## config.mk

```make
export PLATFORM = sky130hd
export DESIGN_NAME = usb_fs_tx_line_flat
export DESIGN_NICKNAME = d
export VERILOG_FILES = /design/src/rtl/usb_pkg.sv /design/src/rtl/usb_fs_tx_line_if.sv /design/src/rtl/usb_tx_nrzi_stuff.sv /design/src/rtl/usb_fs_tx_line.sv /design/src/flat_wrapper.sv
export SDC_FILE = /design/constraint.sdc
export NUM_CORES = 1
export LEC_CHECK = 0
export ABC_CLOCK_PERIOD_IN_PS = 2500
export BUFFER_PORTS_ARGS = -buffer_cell sky130_fd_sc_hd__clkbuf_2
export CORE_MARGIN = 10
export CORE_UTILIZATION = 58
export DETAILED_ROUTE_END_ITERATION = 7
export GPL_ROUTABILITY_DRIVEN = 1
export HOLD_SLACK_MARGIN = 0.15
export PLACE_DENSITY = 0.86
export SYNTH_ARGS = -nofsm -noshare
export SYNTH_HDL_FRONTEND = slang
export SYNTH_SLANG_ARGS = --single-unit
```

## constraint.sdc

```tcl
create_clock -name clk_i -period 2.5 [get_ports clk_i]
set_input_delay 0.25 -clock clk_i [delete_from_list [all_inputs] [get_ports clk_i]]
set_output_delay 0.25 -clock clk_i [all_outputs]
set_load 0.05 [all_outputs]
```

## src/rtl/usb_pkg.sv

```systemverilog
// Shared constants and types for the full-speed USB line transmitter.
package usb_pkg;

  // Line states as {dp, dn}
  localparam logic [1:0] LINE_J   = 2'b10;
  localparam logic [1:0] LINE_K   = 2'b01;
  localparam logic [1:0] LINE_SE0 = 2'b00;

  localparam logic [3:0] PID_OUT   = 4'b0001;
  localparam logic [3:0] PID_IN    = 4'b1001;
  localparam logic [3:0] PID_SOF   = 4'b0101;
  localparam logic [3:0] PID_SETUP = 4'b1101;
  localparam logic [3:0] PID_DATA0 = 4'b0011;
  localparam logic [3:0] PID_DATA1 = 4'b1011;
  localparam logic [3:0] PID_ACK   = 4'b0010;
  localparam logic [3:0] PID_NAK   = 4'b1010;
  localparam logic [3:0] PID_STALL = 4'b1110;

  // Sent LSB first: seven 0s then a 1
  localparam logic [7:0] SYNC_PATTERN = 8'h80;

  typedef enum logic [2:0] {
    ST_IDLE    = 3'd0,
    ST_SYNC    = 3'd1,
    ST_DATA    = 3'd2,
    ST_STUFF   = 3'd3,
    ST_EOP_SE0 = 3'd4,
    ST_EOP_J   = 3'd5
  } tx_state_t;

endpackage

```

## src/rtl/usb_fs_tx_line_if.sv

```systemverilog
// Byte-stream handshake between a packet source and the USB line transmitter.
interface usb_fs_tx_line_if;
  logic [7:0] tx_data_i;
  logic       tx_valid_i;
  logic       tx_last_i;
  logic       tx_ready_o;

  modport master (output tx_data_i, output tx_valid_i, output tx_last_i, input tx_ready_o);
  modport slave  (input tx_data_i, input tx_valid_i, input tx_last_i, output tx_ready_o);
endinterface

```

## src/rtl/usb_tx_nrzi_stuff.sv

```systemverilog
// NRZI encoder with consecutive-ones tracking; line outputs change only on bit strobes.
module usb_tx_nrzi_stuff
  import usb_pkg::*;
(
  input  logic clk_i,
  input  logic rst_i,
  input  logic bit_strobe_i,
  input  logic bit_i,
  input  logic force_se0_i,
  output logic stuff_req_o,
  output logic dp_o,
  output logic dn_o
);

  logic       level_j;
  logic [2:0] ones;

  assign stuff_req_o = (ones == 3'd6);

  always_ff @(posedge clk_i) begin
    if (rst_i) begin
      level_j      <= 1'b1;
      ones         <= '0;
      {dp_o, dn_o} <= LINE_J;
    end else if (bit_strobe_i) begin
      if (force_se0_i) begin
        // EOP leaves the encoder parked on J, ready for the next SYNC
        level_j      <= 1'b1;
        ones         <= '0;
        {dp_o, dn_o} <= LINE_SE0;
      end else if (bit_i) begin
        if (ones != 3'd7) ones <= ones + 3'd1;
        {dp_o, dn_o} <= level_j ? LINE_J : LINE_K;
      end else begin
        level_j      <= !level_j;
        ones         <= '0;
        {dp_o, dn_o} <= level_j ? LINE_K : LINE_J;
      end
    end
  end

endmodule

```

## src/rtl/usb_fs_tx_line.sv

```systemverilog
// Full-speed USB line transmitter: SYNC, LSB-first bytes, bit stuffing, NRZI, EOP.
module usb_fs_tx_line
  import usb_pkg::*;
#(
  parameter int unsigned CLK_PER_BIT = 4
)
(
  input  logic            clk_i,
  input  logic            rst_i,
  usb_fs_tx_line_if.slave tx,
  output logic            dp_tx_o,
  output logic            dn_tx_o,
  output logic            tx_oe_o,
  output logic            busy_o,
  output logic            underrun_o
);

  localparam logic [3:0] CNT_MAX = 4'(CLK_PER_BIT - 1);

  tx_state_t  state, state_nxt;
  logic [3:0] cnt;
  logic [2:0] bit_cnt, bit_cnt_nxt;
  logic [7:0] shift_q, hold_q;
  logic       shift_last, hold_last, hold_full;
  logic       bit_end, pkt_start, pkt_end;
  logic       bit_strobe, bit_val, force_se0, stuff_req;
  logic       load_hold, shift_adv, underrun_nxt;

  assign bit_end       = (state != ST_IDLE) && (cnt == CNT_MAX);
  assign pkt_start     = (state == ST_IDLE) && hold_full;
  assign pkt_end       = (state == ST_EOP_J) && bit_end;
  assign busy_o        = (state != ST_IDLE);
  assign tx.tx_ready_o = !hold_full;

  // Decides, at each bit boundary, the next state and the bit that starts now
  always_comb begin
    state_nxt    = state;
    bit_cnt_nxt  = bit_cnt;
    bit_strobe   = 1'b0;
    bit_val      = 1'b0;
    force_se0    = 1'b0;
    load_hold    = 1'b0;
    shift_adv    = 1'b0;
    underrun_nxt = 1'b0;
    case (state)
      ST_IDLE: begin
        if (hold_full) begin
          state_nxt   = ST_SYNC;
          bit_cnt_nxt = '0;
          bit_strobe  = 1'b1;
          bit_val     = SYNC_PATTERN[0];
        end
      end
      ST_SYNC: begin
        if (bit_end) begin
          bit_strobe = 1'b1;
          if (bit_cnt == 3'd7) begin
            state_nxt   = ST_DATA;
            bit_cnt_nxt = '0;
            load_hold   = 1'b1;
            bit_val     = hold_q[0];
          end else begin
            bit_cnt_nxt = bit_cnt + 3'd1;
            bit_val     = SYNC_PATTERN[bit_cnt_nxt];
          end
        end
      end
      ST_DATA, ST_STUFF: begin
        if (bit_end) begin
          bit_strobe = 1'b1;
          // A stuff bit after the last data bit still completes before byte-end handling
          if (state == ST_DATA && stuff_req) begin
            state_nxt = ST_STUFF;
            bit_val   = 1'b0;
          end else if (bit_cnt != 3'd7) begin
            state_nxt   = ST_DATA;
            bit_cnt_nxt = bit_cnt + 3'd1;
            shift_adv   = 1'b1;
            bit_val     = shift_q[1];
          end else if (!shift_last && hold_full) begin
            state_nxt   = ST_DATA;
            bit_cnt_nxt = '0;
            load_hold   = 1'b1;
            bit_val     = hold_q[0];
          end else begin
            state_nxt    = ST_EOP_SE0;
            bit_cnt_nxt  = '0;
            force_se0    = 1'b1;
            underrun_nxt = !shift_last;
          end
        end
      end
      ST_EOP_SE0: begin
        if (bit_end) begin
          bit_strobe = 1'b1;
          if (bit_cnt == 3'd1) begin
            state_nxt = ST_EOP_J;
            bit_val   = 1'b1;
          end else begin
            bit_cnt_nxt = bit_cnt + 3'd1;
            force_se0   = 1'b1;
          end
        end
      end
      ST_EOP_J: begin
        if (bit_end) state_nxt = ST_IDLE;
      end
      default: state_nxt = ST_IDLE;
    endcase
  end

  always_ff @(posedge clk_i) begin
    if (rst_i) begin
      state      <= ST_IDLE;
      cnt        <= '0;
      bit_cnt    <= '0;
      shift_q    <= '0;
      shift_last <= 1'b0;
      hold_q     <= '0;
      hold_last  <= 1'b0;
      hold_full  <= 1'b0;
      tx_oe_o    <= 1'b0;
      underrun_o <= 1'b0;
    end else begin
      state      <= state_nxt;
      bit_cnt    <= bit_cnt_nxt;
      underrun_o <= underrun_nxt;

      if (state == ST_IDLE || bit_end) cnt <= '0;
      else                             cnt <= cnt + 4'd1;

      if (pkt_start)    tx_oe_o <= 1'b1;
      else if (pkt_end) tx_oe_o <= 1'b0;

      if (load_hold) begin
        shift_q    <= hold_q;
        shift_last <= hold_last;
      end else if (shift_adv) begin
        shift_q <= {1'b0, shift_q[7:1]};
      end

      if (load_hold) begin
        hold_full <= 1'b0;
      end else if (tx.tx_valid_i && !hold_full) begin
        hold_q    <= tx.tx_data_i;
        hold_last <= tx.tx_last_i;
        hold_full <= 1'b1;
      end
    end
  end

  usb_tx_nrzi_stuff u_nrzi (
    .clk_i       (clk_i),
    .rst_i       (rst_i),
    .bit_strobe_i(bit_strobe),
    .bit_i       (bit_val),
    .force_se0_i (force_se0),
    .stuff_req_o (stuff_req),
    .dp_o        (dp_tx_o),
    .dn_o        (dn_tx_o)
  );

endmodule

```

## src/flat_wrapper.sv

```systemverilog
// flat-port wrapper written by rule: the top's interface ports become plain ports
module usb_fs_tx_line_flat import usb_pkg::*;
#(
  parameter int unsigned CLK_PER_BIT = 4
)
  (clk_i, rst_i, dp_tx_o, dn_tx_o, tx_oe_o, busy_o, underrun_o, tx_tx_data_i, tx_tx_valid_i, tx_tx_last_i, tx_tx_ready_o);
  usb_fs_tx_line_if tx_i ();
  input  logic clk_i;
  input  logic rst_i;
  output logic dp_tx_o;
  output logic dn_tx_o;
  output logic tx_oe_o;
  output logic busy_o;
  output logic underrun_o;
  input wire logic [$bits(tx_i.tx_data_i)-1:0] tx_tx_data_i;
  input wire logic [$bits(tx_i.tx_valid_i)-1:0] tx_tx_valid_i;
  input wire logic [$bits(tx_i.tx_last_i)-1:0] tx_tx_last_i;
  output wire logic [$bits(tx_i.tx_ready_o)-1:0] tx_tx_ready_o;
  assign tx_i.tx_data_i = tx_tx_data_i;
  assign tx_i.tx_valid_i = tx_tx_valid_i;
  assign tx_i.tx_last_i = tx_tx_last_i;
  assign tx_tx_ready_o = tx_i.tx_ready_o;
  usb_fs_tx_line #(.CLK_PER_BIT(CLK_PER_BIT)) u_core (.clk_i(clk_i), .rst_i(rst_i), .tx(tx_i), .dp_tx_o(dp_tx_o), .dn_tx_o(dn_tx_o), .tx_oe_o(tx_oe_o), .busy_o(busy_o), .underrun_o(underrun_o));
endmodule
```

; ---- Yosys cells after proc, flatten, opt, wreduce, memory -nomap -nowiden
; Memory sizes are Yosys's and may differ from the RTL's.
; Index checks and enable logic that the tools add are counted.
[word_totals]
rom_bits = 8
output_inout_bits = 6
latchBits = 0
mem_count = 1
ram_bits = 0
inputBits = 12
register_bits = 37
[classes]
eq_ne = 22
magnitude_cmp = 1
bitwise = 3
mux = 66
n_div = 0
n_reduce_logical = 25
n_mul = 0
n_addsub = 3
shifts = 0
[memory_table]
columns = memory, words, width, rd, rd_clocked_by_memory_dff, write_ports, line
row1 = (name not given), 8, 1, 1, 0, 0, usb_fs_tx_line.sv:64  ; bit_val = SYNC_PATTERN[bit_cnt_nxt];
[op_table]
columns = operator, count
row1 = $mux W3, 21
row2 = $mux W1, 35
row3 = $mux W8, 2
row4 = $pmux W3 S5, 1
row5 = $ne A2 B1 Y1 const B, 7
row6 = $reduce_and A7 Y1, 2
row7 = $eq A3 B3 Y1 const B, 4
row8 = $pmux W3 S4, 1
row9 = $ne A3 B3 Y1 const B, 3
row10 = $add A3 B1 Y3 const B, 2
row11 = $eq A3 B1 Y1 const B, 2
row12 = $eq A3 B2 Y1 const B, 2
row13 = $logic_and A1 B1 Y1, 6
row14 = $ne A2 B2 Y1 const B, 3
row15 = $pmux W1 S2, 3
row16 = $reduce_and A2 Y1, 3
row17 = $reduce_or A2 Y1, 3
row18 = $reduce_or A6 Y1, 1
row19 = $add A4 B1 Y4 const B, 1
row20 = $eq A4 B2 Y1 const B, 1
row21 = $lt A3 B4 Y1 const B, 1
row22 = $mux W2, 2
row23 = $reduce_bool A2 Y1, 2
row24 = $reduce_bool A4 Y1, 1
row25 = 7 further kinds, 11

; ---- Depth between registers and ports, before layout
; Gate-level depths: netlist of the first run.
[depth]
depth_word = 9
ltp_mapped = 9
depth_no_buf = 8

; ---- Cells and area by module
; Synthesis of the first run repeated with hierarchy kept, for this count alone.
[hier_totals]
hier_cells = 220
area_unflattened_um2 = 1898.1
[by_module_without_submodules]
columns = module, cells_per_inst, area_per_inst_um2, instances
row1 = usb_fs_tx_line, 186, 1595.3, 1
row2 = usb_tx_nrzi_stuff, 34, 302.8, 1

; ---- Worst setup path before layout of the first run
; Ideal clock, no wire load.
[synth_timing]
path_kind = register to register
from = reg u_core.bit_cnt[0]
to = reg u_core.u_nrzi.dp_o
synth_period_minus_slack_ns = 2.106
t_required_ns = 2.378
slack_ns = 0.394
path_stages_with_launch = 9
t_arrival_ns = 1.984
path_buffers = 1
setup_time_ns = 0.122
cell_sequence = dfxtp_1 -> ha_1 -> ha_1 -> clkbuf_1 -> nand3b_1 -> a211oi_1 -> o2111ai_2 -> xor2_1 -> a221o_1
[synth_between]
elab_chain_cells = 8
[synth_lines]
columns = item, line
row1 = from (decl), usb_fs_tx_line.sv:22  ; logic [2:0] bit_cnt, bit_cnt_nxt;
row2 = from (signal assigned), usb_fs_tx_line.sv:126  ; bit_cnt <= bit_cnt_nxt;
row3 = $add A3 B1 Y3, usb_fs_tx_line.sv:63  ; bit_cnt_nxt = bit_cnt + 3'd1;
row4 = $mem_v2 Z8 W1, --
row5 = $mux W1 (not written as such), usb_fs_tx_line.sv:64
row6 = $mux W1, usb_fs_tx_line.sv:57  ; if (bit_cnt == 3'd7) begin
row7 = $mux W1, usb_fs_tx_line.sv:55  ; if (bit_end) begin
row8 = $pmux W1 S3, usb_fs_tx_line.sv:45  ; case (state)
row9 = $mux W1, usb_tx_nrzi_stuff.sv:31  ; end else if (bit_i) begin
row10 = $mux W1 (*), usb_tx_nrzi_stuff.sv:26  ; if (force_se0_i) begin
row11 = to (signal assigned), usb_tx_nrzi_stuff.sv:33  ; {dp_o, dn_o} <= level_j ? LINE_J : LINE_K;
row12 = to (signal assigned), usb_tx_nrzi_stuff.sv:37  ; {dp_o, dn_o} <= level_j ? LINE_K : LINE_J;
row13 = to (decl), usb_tx_nrzi_stuff.sv:11  ; output logic dp_o,
; Every way passes the cells marked *; elsewhere a longest branch is shown, timed or not. The select of a mux whose other input is x is not followed.
; A chain may end at the register's enable or synchronous reset.

; ---- Worst setup path in the final report of the first run
; Same ends and word-level chain as after synthesis.

==> flow_metrics.py, run 1 <==
metrics = {
    "cells_and_area": {
        "final_nets": 262,
        "final_cell_area_sq_um": 2140,
        "final_cell_mix": "dfxtp_1, nand2_1, nor2_1, a21oi_1, clkbuf_2",
        "fill_cells": 260,
        "antenna_cells": 0,
        "area_growth_pct": 15.8,
        "layout_commonest_cell": "dfxtp_1",
        "layout-drive-gt1-share_pct": 19.8,
    },
    "yosys": {
        "synth_cells": 217,
        "synth.area.mux_share_pct": 3.85,
        "synth_area_per_cell_sq_um": 8.53,
        "synth-compound-area-share_pct": 21.5,
        "async_reset_ff_share_pct": 0,
        "synth_fa_ha_area_share_pct": 5.41,
        "synth_top_family_by_area": "simple AND/OR/NAND/NOR gates",
        "synth_edf_count": 0,
        "ys_ff_latch": 36,
        "synth_cell_types": 49,
        "yosys.area_share.simple_pct": 23.9,
        "synth-xor-area-share_pct": 1.42,
        "synthesis.area_sq_um": 1850,
        "ys.flop_type": "dfxtp_1",
        "yosysSeqAreaShare_pct": 38.9,
        "synth.net_count": 237,
        "synth_warnings": 0,
    },
    "setup_path": {
        "arrival_ns": 2.54,
        "start_kind": "register",
        "path_cells": "ha_1 -> ha_1 -> a21oi_1 -> a211oi_1 -> o2111ai_2 -> xor2_1 -> a221o_1",
        "endpoint_kind": "register",
        "critPathKind": "reg -> reg",
        "slowest_delay_ns": 0.41,
        "path_buf_inv": 0,
        "timing.reg2reg.setup_slack_ns": 0.21,
        "crit_required_ns": 2.75,
        "slowest_stage": "dfxtp_1",
        "rr_endpoint": "u_core.u_nrzi.dp_o$_SDFFE_PP1P_",
        "r2r_cells": 7,
        "critPathMaxFanout": 10,
        "cp.depth": 7,
        "path_common_cell": "ha_1",
        "reg2reg_from": "u_core.bit_cnt[0]$_SDFFE_PP0P_",
        "critPathTopFamily": "compound AO/OA/AOI/OAI gates",
    },
    "placed_design": {
        "place.gp.congestion": 0.878,
        "port_buffers": 17,
        "placed_area_sq_um": 1960,
        "hpwlAfterDp_microns": 2640,
    },
    "floorplan": {
        "die_area_sq_um": 5850,
        "die_w_microns": 76.5,
        "coreArea_sq_um": 3050,
        "start_util_pct": 60.6,
        "die_h_microns": 76.5,
        "ios": 18,
        "rows": 20,
    },
    "sta": {
        "hold_viol_final": 0,
        "period_share_pct": 91.5,
        "tns_ns": 0,
        "finalSetupViolations": 0,
        "drv_slew": 0,
        "fmax_mhz": 437,
        "skew_ns": 0.0163,
        "final.min_clock_period_ns": 2.29,
        "rsz0062_at_grt": "no",
        "relSlewSlack_pct": 52.8,
        "tightestPinTransition_ns": 0.708,
    },
    "worst_hold_path": {
        "hold_depth": 3,
        "hold_path_startpoint": "tx_tx_valid_i",
        "holdPathEnd": "u_core.hold_full$_SDFFE_PP0P_",
        "hold_class": "in -> reg",
    },
    "detailed_routing": {
        "wire_per_inst_microns": 13.2,
        "vias_per_cell": 5.57,
        "ant_nets": 0,
        "num_vias": 1599,
        "drc_errors": 0,
        "initialDrtViolationCount": 126,
        "wirelength_microns": 3790,
        "drt_first_pass_iters": 4,
    },
    "clock_tree": {
        "cts.sinks": 36,
        "post_cts_buffers": 0,
        "numCtsBuffers": 5,
        "clock_path_buffers": 2,
        "path_clk_slew_ns": 0.11,
        "tritoncts": "built",
        "clk_latency_ns": 0.36,
        "ctsResizeCount": 0,
        "hold_buffers": 9,
        "cts-root-buf": "clkbuf_4",
        "htreeDepth": 2,
    },
    "grt": {
        "antenna_found_initial": 0,
        "grtUsageTotal_pct": 13.8,
        "overflow": 0,
        "grt_max_degree": 34,
        "grt_pass1_vias": 1560,
        "grt_pass1_wl_microns": 6760,
    },
    "power": {
        "total_leakage_power_nw": 0.826,
        "irDropWorstVdd_mv": 0.317,
        "p_per_area_nw_per_um2": 574,
    },
    "flow_run": {
        "maxCapViolations": 0,
    },
    "status": {
        "outcome": "completed",
    },
}
==> power by group <==
part           total (mW)  internal (mW)  switching (mW)
Clock               0.460          0.265           0.194
Combinational       0.153         0.0562          0.0968
Sequential          0.617          0.595          0.0221
==> worst min-delay path: stages <==
cell and delay [ns]:
clkbuf_2 0.11, nor2_1 0.09, nor3_1 0.05
==> routing by layer <==
metal  routed length, microns  up-vias  part of all wire (%)  global-route usage [%]
met3                      148        8                   3.9                    4.25
met1                     1830      746                    48                    16.5
met2                     1730       32                    46                    21.0
li1                         -      813                     -                       -
met5                        0        -                     0                       0
met4                       91        0                   2.4                    8.36
==> cells by family (layout without fill, tap and decap cells) <==
kind of cell,Yosys count,count (layout)
mux,7,7
compound gates,54,54
xor+xnor,3,3
flops,36,36
buf+inv,21,47
fa+ha+maj,8,8
simple gates,88,88
==> synthesized netlist by cell type, types with 2 or more instances <==
cell | instances | area share (%)
a211oi_2 | 6 | 4.1
a21o_1 | 2 | 0.81
a21oi_1 | 25 | 6.8
a22oi_1 | 2 | 0.81
and3_1 | 3 | 1.0
and3b_1 | 2 | 0.95
buf_2 | 2 | 0.54
clkbuf_1 | 7 | 1.4
dfxtp_1 | 36 | 39
ha_1 | 8 | 5.4
inv_1 | 9 | 1.8
mux2i_1 | 6 | 3.2
nand2_1 | 27 | 5.5
nand3_1 | 5 | 1.4
nor2_1 | 26 | 5.3
nor2_2 | 2 | 0.68
nor2b_1 | 4 | 1.4
nor3_1 | 6 | 1.6
nor3b_2 | 2 | 1.4
o21ai_0 | 4 | 1.1
o22ai_1 | 2 | 0.68
or3_1 | 3 | 1.0
xor2_1 | 2 | 0.95
==> through the flow <==
stage | hold WS, ns | setup WS (ns) | cells | total power, mW | utilization [%]
3_5_place_dp | 0.441 | 0.222 | 270 | 0.771 | 64.1
2_1_floorplan | 0.386 | 0.394 | 217 | 0.733 | -
6_report | 0.182 | 0.213 | 287 | 1.23 | 70.2
3_3_place_gp | 0.430 | 0.326 | 270 | 0.767 | 64.1
4_1_cts | 0.176 | 0.222 | 287 | 1.23 | 70.2
5_1_grt | 0.187 | 0.00251 | 287 | 1.28 | 70.2
==> layout make-up <==
cell class                      instances  area (sq um)  area share, %
Multi-Input combinational cell        160          1040           48.4
Sequential cell                        36           721           33.6
Timing Repair Buffer                   29           198           9.22
Clock buffer                            7          65.1           3.04
Tap cell                               44          55.1           2.57
Inverter                               10          37.5           1.75
Clock inverter                          1          30.0           1.40
==> worst max-delay path by stage <==
stage,slack [ns],startpoint,end
4_1_cts,0.22,u_core.bit_cnt[0]$_SDFFE_PP0P_,u_core.u_nrzi.dp_o$_SDFFE_PP1P_
6_report,0.21,u_core.bit_cnt[0]$_SDFFE_PP0P_,u_core.u_nrzi.dp_o$_SDFFE_PP1P_
3_3_place_gp,0.33,u_core.bit_cnt[0]$_SDFFE_PP0P_,u_core.u_nrzi.dp_o$_SDFFE_PP1P_
5_1_grt,0.003,u_core.bit_cnt[0]$_SDFFE_PP0P_,u_core.u_nrzi.dp_o$_SDFFE_PP1P_
3_5_place_dp,0.22,u_core.bit_cnt[0]$_SDFFE_PP0P_,u_core.u_nrzi.dp_o$_SDFFE_PP1P_
2_1_floorplan,0.39,u_core.bit_cnt[0]$_SDFFE_PP0P_,u_core.u_nrzi.dp_o$_SDFFE_PP1P_
==> flip-flops by register name, indices dropped and copies added, names as in the netlist <==
name,flops
u_core.hold_q,8
u_core.shift_q,7
u_core.cnt,4
u_core.bit_cnt,3
u_core.state,3
u_core.u_nrzi.ones,3
u_core.hold_full,1
u_core.hold_last,1
u_core.shift_last,1
u_core.tx_oe_o,1
u_core.u_nrzi.dn_o,1
u_core.u_nrzi.dp_o,1
u_core.u_nrzi.level_j,1
u_core.underrun_o,1
No activity file was read; power rests on OpenSTA's default activity.
==> inputs of run 2 (changes only) <==
--- a/config.mk
+++ b/config.mk
@@ -9,9 +9,11 @@
 export BUFFER_PORTS_ARGS = -buffer_cell sky130_fd_sc_hd__clkbuf_2
 export CORE_MARGIN = 10
 export CORE_UTILIZATION = 58
+export CTS_BUF_LIST = sky130_fd_sc_hd__clkbuf_16
 export DETAILED_ROUTE_END_ITERATION = 7
 export GPL_ROUTABILITY_DRIVEN = 1
 export HOLD_SLACK_MARGIN = 0.15
+export MAX_ROUTING_LAYER = met4
 export PLACE_DENSITY = 0.86
 export SYNTH_ARGS = -nofsm -noshare
 export SYNTH_HDL_FRONTEND = slang
==> run 2 against run 1 <==
Final cell count decreased by 3.1%. Core utilization decreased by 0.74 points. Flip-flop and latch count unchanged. Die area unchanged. Clock power increased by 48%. First-iteration DRC count decreased by 15%. Global-route usage decreased by 0.17 points. Non-clock buffer count decreased by 9. Clock-buffer cell count decreased by 2. Routed wire length decreased by 2.0%. Worst setup slack got worse by 0.014 ns. Critical path type unchanged. Highest routed layer unchanged.
==> flow_metrics.py, run 2 (synthesis results as in run 1) <==
metrics = {
    "power": {
        "p_per_area_nw_per_um2": 680,
        "irDropWorstVdd_mv": 0.422,
        "total_power_mw": 1.44,
        "total_leakage_power_nw": 0.816,
    },
    "grt": {
        "grt_max_degree": 34,
        "grt_pass1_vias": 1534,
        "grt_pass1_wl_microns": 6540,
        "antenna_found_initial": 0,
        "grtUsageTotal_pct": 13.6,
        "overflow": 0,
    },
    "detailed_routing": {
        "ant_nets": 0,
        "initialDrtViolationCount": 107,
        "num_vias": 1550,
        "drt_first_pass_iters": 5,
        "wirelength_microns": 3720,
        "wire_per_inst_microns": 13.4,
        "drc_errors": 0,
        "vias_per_cell": 5.58,
    },
    "cells_and_area": {
        "reg_top3": "u_core.hold_q: 8 flops, u_core.shift_q: 7 flops, u_core.cnt: 4 flops",
        "antenna_cells": 0,
        "largest_register_ffs": 8,
        "layout_commonest_cell": "dfxtp_1",
        "regMostFlops": "u_core.hold_q",
        "instances_no_fill": 278,
        "utilization_pct": 69.5,
        "final_cell_mix": "dfxtp_1, nand2_1, nor2_1, a21oi_1, clkbuf_2",
        "final_nets": 253,
        "layout-drive-gt1-share_pct": 19.7,
        "area_growth_pct": 14.6,
        "final_cell_area_sq_um": 2120,
    },
    "sta": {
        "drv_slew": 0,
        "tns_ns": 0,
        "hold_ws_ns": 0.186,
        "relSlewSlack_pct": 53.6,
        "fmax_mhz": 435,
        "skew_ns": 0.00498,
        "hold_viol_final": 0,
        "tightestPinTransition_ns": 0.696,
        "period_share_pct": 92.0,
        "rsz0062_at_grt": "no",
        "layout_setup_ws_ns": 0.199,
        "finalSetupViolations": 0,
        "final.min_clock_period_ns": 2.30,
    },
    "floorplan": {
        "rows": 20,
        "coreArea_sq_um": 3050,
        "ios": 18,
        "die_area_sq_um": 5850,
        "die_w_microns": 76.5,
        "start_util_pct": 60.6,
        "die_h_microns": 76.5,
    },
    "clock_tree": {
        "cts-root-buf": "clkbuf_16",
        "numCtsBuffers": 5,
        "cts.sinks": 36,
        "hold_buffers": 0,
        "post_cts_buffers": 0,
        "htreeDepth": 2,
        "path_clk_slew_ns": 0.05,
        "ctsResizeCount": 0,
        "clk_latency_ns": 0.28,
        "tritoncts": "built",
        "clock_path_buffers": 2,
    },
    "setup_path": {
        "start_kind": "register",
        "crit_required_ns": 2.66,
        "endpoint_kind": "register",
        "arrival_ns": 2.46,
        "critPathMaxFanout": 10,
        "critPathKind": "reg -> reg",
    },
    "worst_hold_path": {
        "hold_class": "in -> reg",
    },
    "placed_design": {
        "preCtsSetupSlack_ns": 0.222,
        "post-place-cells": 270,
        "placed_area_sq_um": 1960,
        "port_buffers": 17,
        "hpwlAfterDp_microns": 2640,
        "place.gp.congestion": 0.893,
    },
    "status": {
        "outcome": "completed",
    },
    "flow_run": {
        "maxCapViolations": 0,
    },
}
run 2: report_power, final:
group	leakage [nW]	total, mW	internal [mW]	switching (mW)
sequential	0.293	0.618	0.596	0.0223
combinational	0.444	0.141	0.0471	0.0944
clock	0.0789	0.681	0.462	0.219
run 2: area by class of cell:
type                    count  area (sq um)
well taps                  44          55.1
flip-flops and latches     36           721
clock inverters             3          37.5
repair buffers             20           108
fillers                   269           932
inverters                  10          37.5
clock buffers               5           125
multi-input cells         160          1040
run 2: worst paths after layout:
path                                                startpoint                         endpoint  slack [ns]  cells after the start
worst min-delay path                           tx_tx_data_i[6]    u_core.hold_q[6]$_SDFFE_PP0P_        0.19                      3
worst min register to register        u_core.cnt[0]$_SDFF_PP0_         u_core.cnt[0]$_SDFF_PP0_        0.45                      1
worst max-delay path            u_core.bit_cnt[0]$_SDFFE_PP0P_  u_core.u_nrzi.dp_o$_SDFFE_PP1P_        0.20                      7
worst max register to register  u_core.bit_cnt[0]$_SDFFE_PP0P_  u_core.u_nrzi.dp_o$_SDFFE_PP1P_        0.20                      7
run 2: metal layers:
metal / routed length (microns) / track usage, %
met1: 1780 / 15.7
met2: 1670 / 20.7
met5: 0 / -
met4: 70 / 7.81
met3: 202 / 3.89
run 2: worst max-delay path, cell delays in order, from the launching register on:
cell and delay, ns:
dfxtp_1 0.39, ha_1 0.17, ha_1 0.36, a21oi_1 0.12
a211oi_1 0.30, o2111ai_2 0.27, xor2_1 0.23, a221o_1 0.35
==> inputs of run 3 (changes only) <==
--- a/config.mk
+++ b/config.mk
@@ -7,14 +7,16 @@
 export LEC_CHECK = 0
 export ABC_CLOCK_PERIOD_IN_PS = 2500
 export BUFFER_PORTS_ARGS = -buffer_cell sky130_fd_sc_hd__clkbuf_2
+export CELL_PAD_IN_SITES_DETAIL_PLACEMENT = 0
+export CELL_PAD_IN_SITES_GLOBAL_PLACEMENT = 2
 export CORE_MARGIN = 10
-export CORE_UTILIZATION = 58
+export CORE_UTILIZATION = 35
 export CTS_BUF_LIST = sky130_fd_sc_hd__clkbuf_16
 export DETAILED_ROUTE_END_ITERATION = 7
 export GPL_ROUTABILITY_DRIVEN = 1
 export HOLD_SLACK_MARGIN = 0.15
 export MAX_ROUTING_LAYER = met4
-export PLACE_DENSITY = 0.86
+export PLACE_DENSITY = 0.85
 export SYNTH_ARGS = -nofsm -noshare
 export SYNTH_HDL_FRONTEND = slang
 export SYNTH_SLANG_ARGS = --single-unit
==> run 3 against run 2 <==
Power up 0.39%. Clock power rose by 0.9%. Die area is 47% higher. Largest cell class unchanged. Largest power group unchanged.
==> flow_metrics.py, run 3 (synthesis results as in run 1) <==
metrics = {
    "power": {
        "seq_power_share_pct": 42.7,
        "total_leakage_power_nw": 0.816,
        "switching_share_pct": 23.6,
        "total_power_mw": 1.45,
        "p_per_area_nw_per_um2": 672,
        "irDropWorstVdd_mv": 0.427,
        "clkPwrFrac_pct": 47.5,
        "power_switching_mw": 0.341,
        "p_int_mw": 1.11,
        "p_comb_share_pct": 9.8,
    },
    "cells_and_area": {
        "layout_commonest_cell": "dfxtp_1",
        "utilization_pct": 42.2,
        "largest_register_ffs": 8,
        "fill_cells": 521,
        "layout-drive-gt1-share_pct": 19.7,
        "final_cell_area_sq_um": 2150,
        "area_growth_pct": 16.4,
        "final_nets": 253,
        "regMostFlops": "u_core.hold_q",
        "final_cell_mix": "dfxtp_1, nand2_1, nor2_1, a21oi_1, clkbuf_2",
        "instances_no_fill": 304,
        "antenna_cells": 0,
        "reg_top3": "u_core.hold_q: 8 flops, u_core.shift_q: 7 flops, u_core.cnt: 4 flops",
    },
    "sta": {
        "fmax_mhz": 437,
        "tns_ns": 0,
        "hold_viol_final": 0,
        "drv_slew": 0,
        "tightestPinTransition_ns": 0.762,
        "relSlewSlack_pct": 49.2,
        "final.min_clock_period_ns": 2.29,
        "finalSetupViolations": 0,
        "hold_ws_ns": 0.191,
        "period_share_pct": 91.6,
        "skew_ns": 0.00392,
        "rsz0062_at_grt": "no",
        "layout_setup_ws_ns": 0.210,
    },
    "placed_design": {
        "port_buffers": 17,
        "place.gp.congestion": 0.727,
        "post-place-cells": 296,
        "placed_area_sq_um": 1990,
        "preCtsSetupSlack_ns": 0.237,
        "hpwlAfterDp_microns": 2860,
    },
    "floorplan": {
        "rows": 26,
        "start_util_pct": 36.2,
        "ios": 18,
        "die_h_microns": 92.7,
        "coreArea_sq_um": 5110,
        "die_w_microns": 92.7,
        "die_area_sq_um": 8600,
    },
    "grt": {
        "grtUsageTotal_pct": 10.4,
        "antenna_found_initial": 0,
        "grt_max_degree": 34,
        "grt_pass1_vias": 1500,
        "grt_pass1_wl_microns": 7130,
        "overflow": 0,
    },
    "setup_path": {
        "rr_endpoint": "u_core.u_nrzi.dp_o$_SDFFE_PP1P_",
        "cp.depth": 7,
        "slowest_delay_ns": 0.40,
        "reg2reg_from": "u_core.bit_cnt[0]$_SDFFE_PP0P_",
        "arrival_ns": 2.45,
        "path_cells": "ha_1 -> ha_1 -> a21oi_1 -> a211oi_1 -> o2111ai_2 -> xor2_1 -> a221o_1",
        "path_buf_inv": 0,
        "start_kind": "register",
        "crit_required_ns": 2.66,
        "endpoint_kind": "register",
        "timing.reg2reg.setup_slack_ns": 0.21,
        "path_common_cell": "ha_1",
        "critPathKind": "reg -> reg",
        "r2r_cells": 7,
        "critPathMaxFanout": 10,
        "slowest_stage": "dfxtp_1",
        "critPathTopFamily": "compound AO/OA/AOI/OAI gates",
    },
    "worst_hold_path": {
        "hold_depth": 3,
        "holdPathEnd": "u_core.hold_q[5]$_SDFFE_PP0P_",
        "hold_path_startpoint": "tx_tx_data_i[5]",
        "hold_class": "in -> reg",
    },
    "clock_tree": {
        "tritoncts": "built",
        "numCtsBuffers": 5,
        "ctsResizeCount": 0,
        "cts-root-buf": "clkbuf_16",
        "cts.sinks": 36,
        "path_clk_slew_ns": 0.05,
        "clk_latency_ns": 0.27,
        "clock_path_buffers": 2,
        "htreeDepth": 2,
        "post_cts_buffers": 0,
        "hold_buffers": 0,
    },
    "flow_run": {
        "maxCapViolations": 0,
    },
    "detailed_routing": {
        "drc_errors": 0,
        "vias_per_cell": 4.89,
        "drt_first_pass_iters": 4,
        "wire_per_inst_microns": 13.2,
        "ant_nets": 0,
        "wirelength_microns": 4020,
        "initialDrtViolationCount": 70,
        "num_vias": 1488,
    },
    "status": {
        "outcome": "completed",
    },
}
[run 3: cell counts in the layout (fill, tap and decap cells not counted)]
Identical to the previous run, type by type.
[run 3: how the worst max path moves through the flow]
stage / start / end / slack [ns]
after floorplan: u_core.bit_cnt[0]$_SDFFE_PP0P_ / u_core.u_nrzi.dp_o$_SDFFE_PP1P_ / 0.39
after global placement: u_core.bit_cnt[0]$_SDFFE_PP0P_ / u_core.u_nrzi.ones[2]$_SDFFE_PP0P_ / 0.22
after detailed placement: u_core.bit_cnt[0]$_SDFFE_PP0P_ / u_core.u_nrzi.dp_o$_SDFFE_PP1P_ / 0.24
after CTS: u_core.bit_cnt[0]$_SDFFE_PP0P_ / u_core.u_nrzi.dp_o$_SDFFE_PP1P_ / 0.23
after global routing: u_core.bit_cnt[0]$_SDFFE_PP0P_ / u_core.u_nrzi.dp_o$_SDFFE_PP1P_ / 0.03
final: u_core.bit_cnt[0]$_SDFFE_PP0P_ / u_core.u_nrzi.dp_o$_SDFFE_PP1P_ / 0.21
[run 3: tightest hold or removal path, delay by kind of cell]
kind	cells	cell delay, ns
buffers and inverters	1	0.08
and+or+nand+nor	1	0.04
AOI/OAI and AO/OA	1	0.05
[run 3: layout make-up]
type                       instances  area, sq um  share of cell area, %
clock buffer                       5          125                   5.81
timing repair buffer              20          108                   5.00
multi-input combinational        160         1040                   48.2
clock inverter                     3         37.5                   1.74
inverter                          10         37.5                   1.74
sequential                        36          721                   33.5
tap                               70         87.6                   4.07
[run 3: power groups by stage]
stage | clock network [mW] | logic, mW | registers [mW]
after CTS | 0.701 | 0.144 | 0.618
after detailed placement | 0 | 0.143 | 0.630
after global routing | 0.730 | 0.160 | 0.622
after floorplan | 0 | 0.0948 | 0.638
final | 0.687 | 0.142 | 0.618
after global placement | 0 | 0.144 | 0.630
[run 3: routing by layer]
layer | wire length, microns | part of all wire (%) | global-route usage (%) | vias up
li1 | - | - | - | 788
met1 | 1920 | 48 | 11.8 | 685
met2 | 1990 | 50 | 17.5 | 13
met3 | 90 | 2.2 | 2.91 | 2
met4 | 15 | 0.37 | 3.08 | 0
met5 | 0 | 0 | - | -
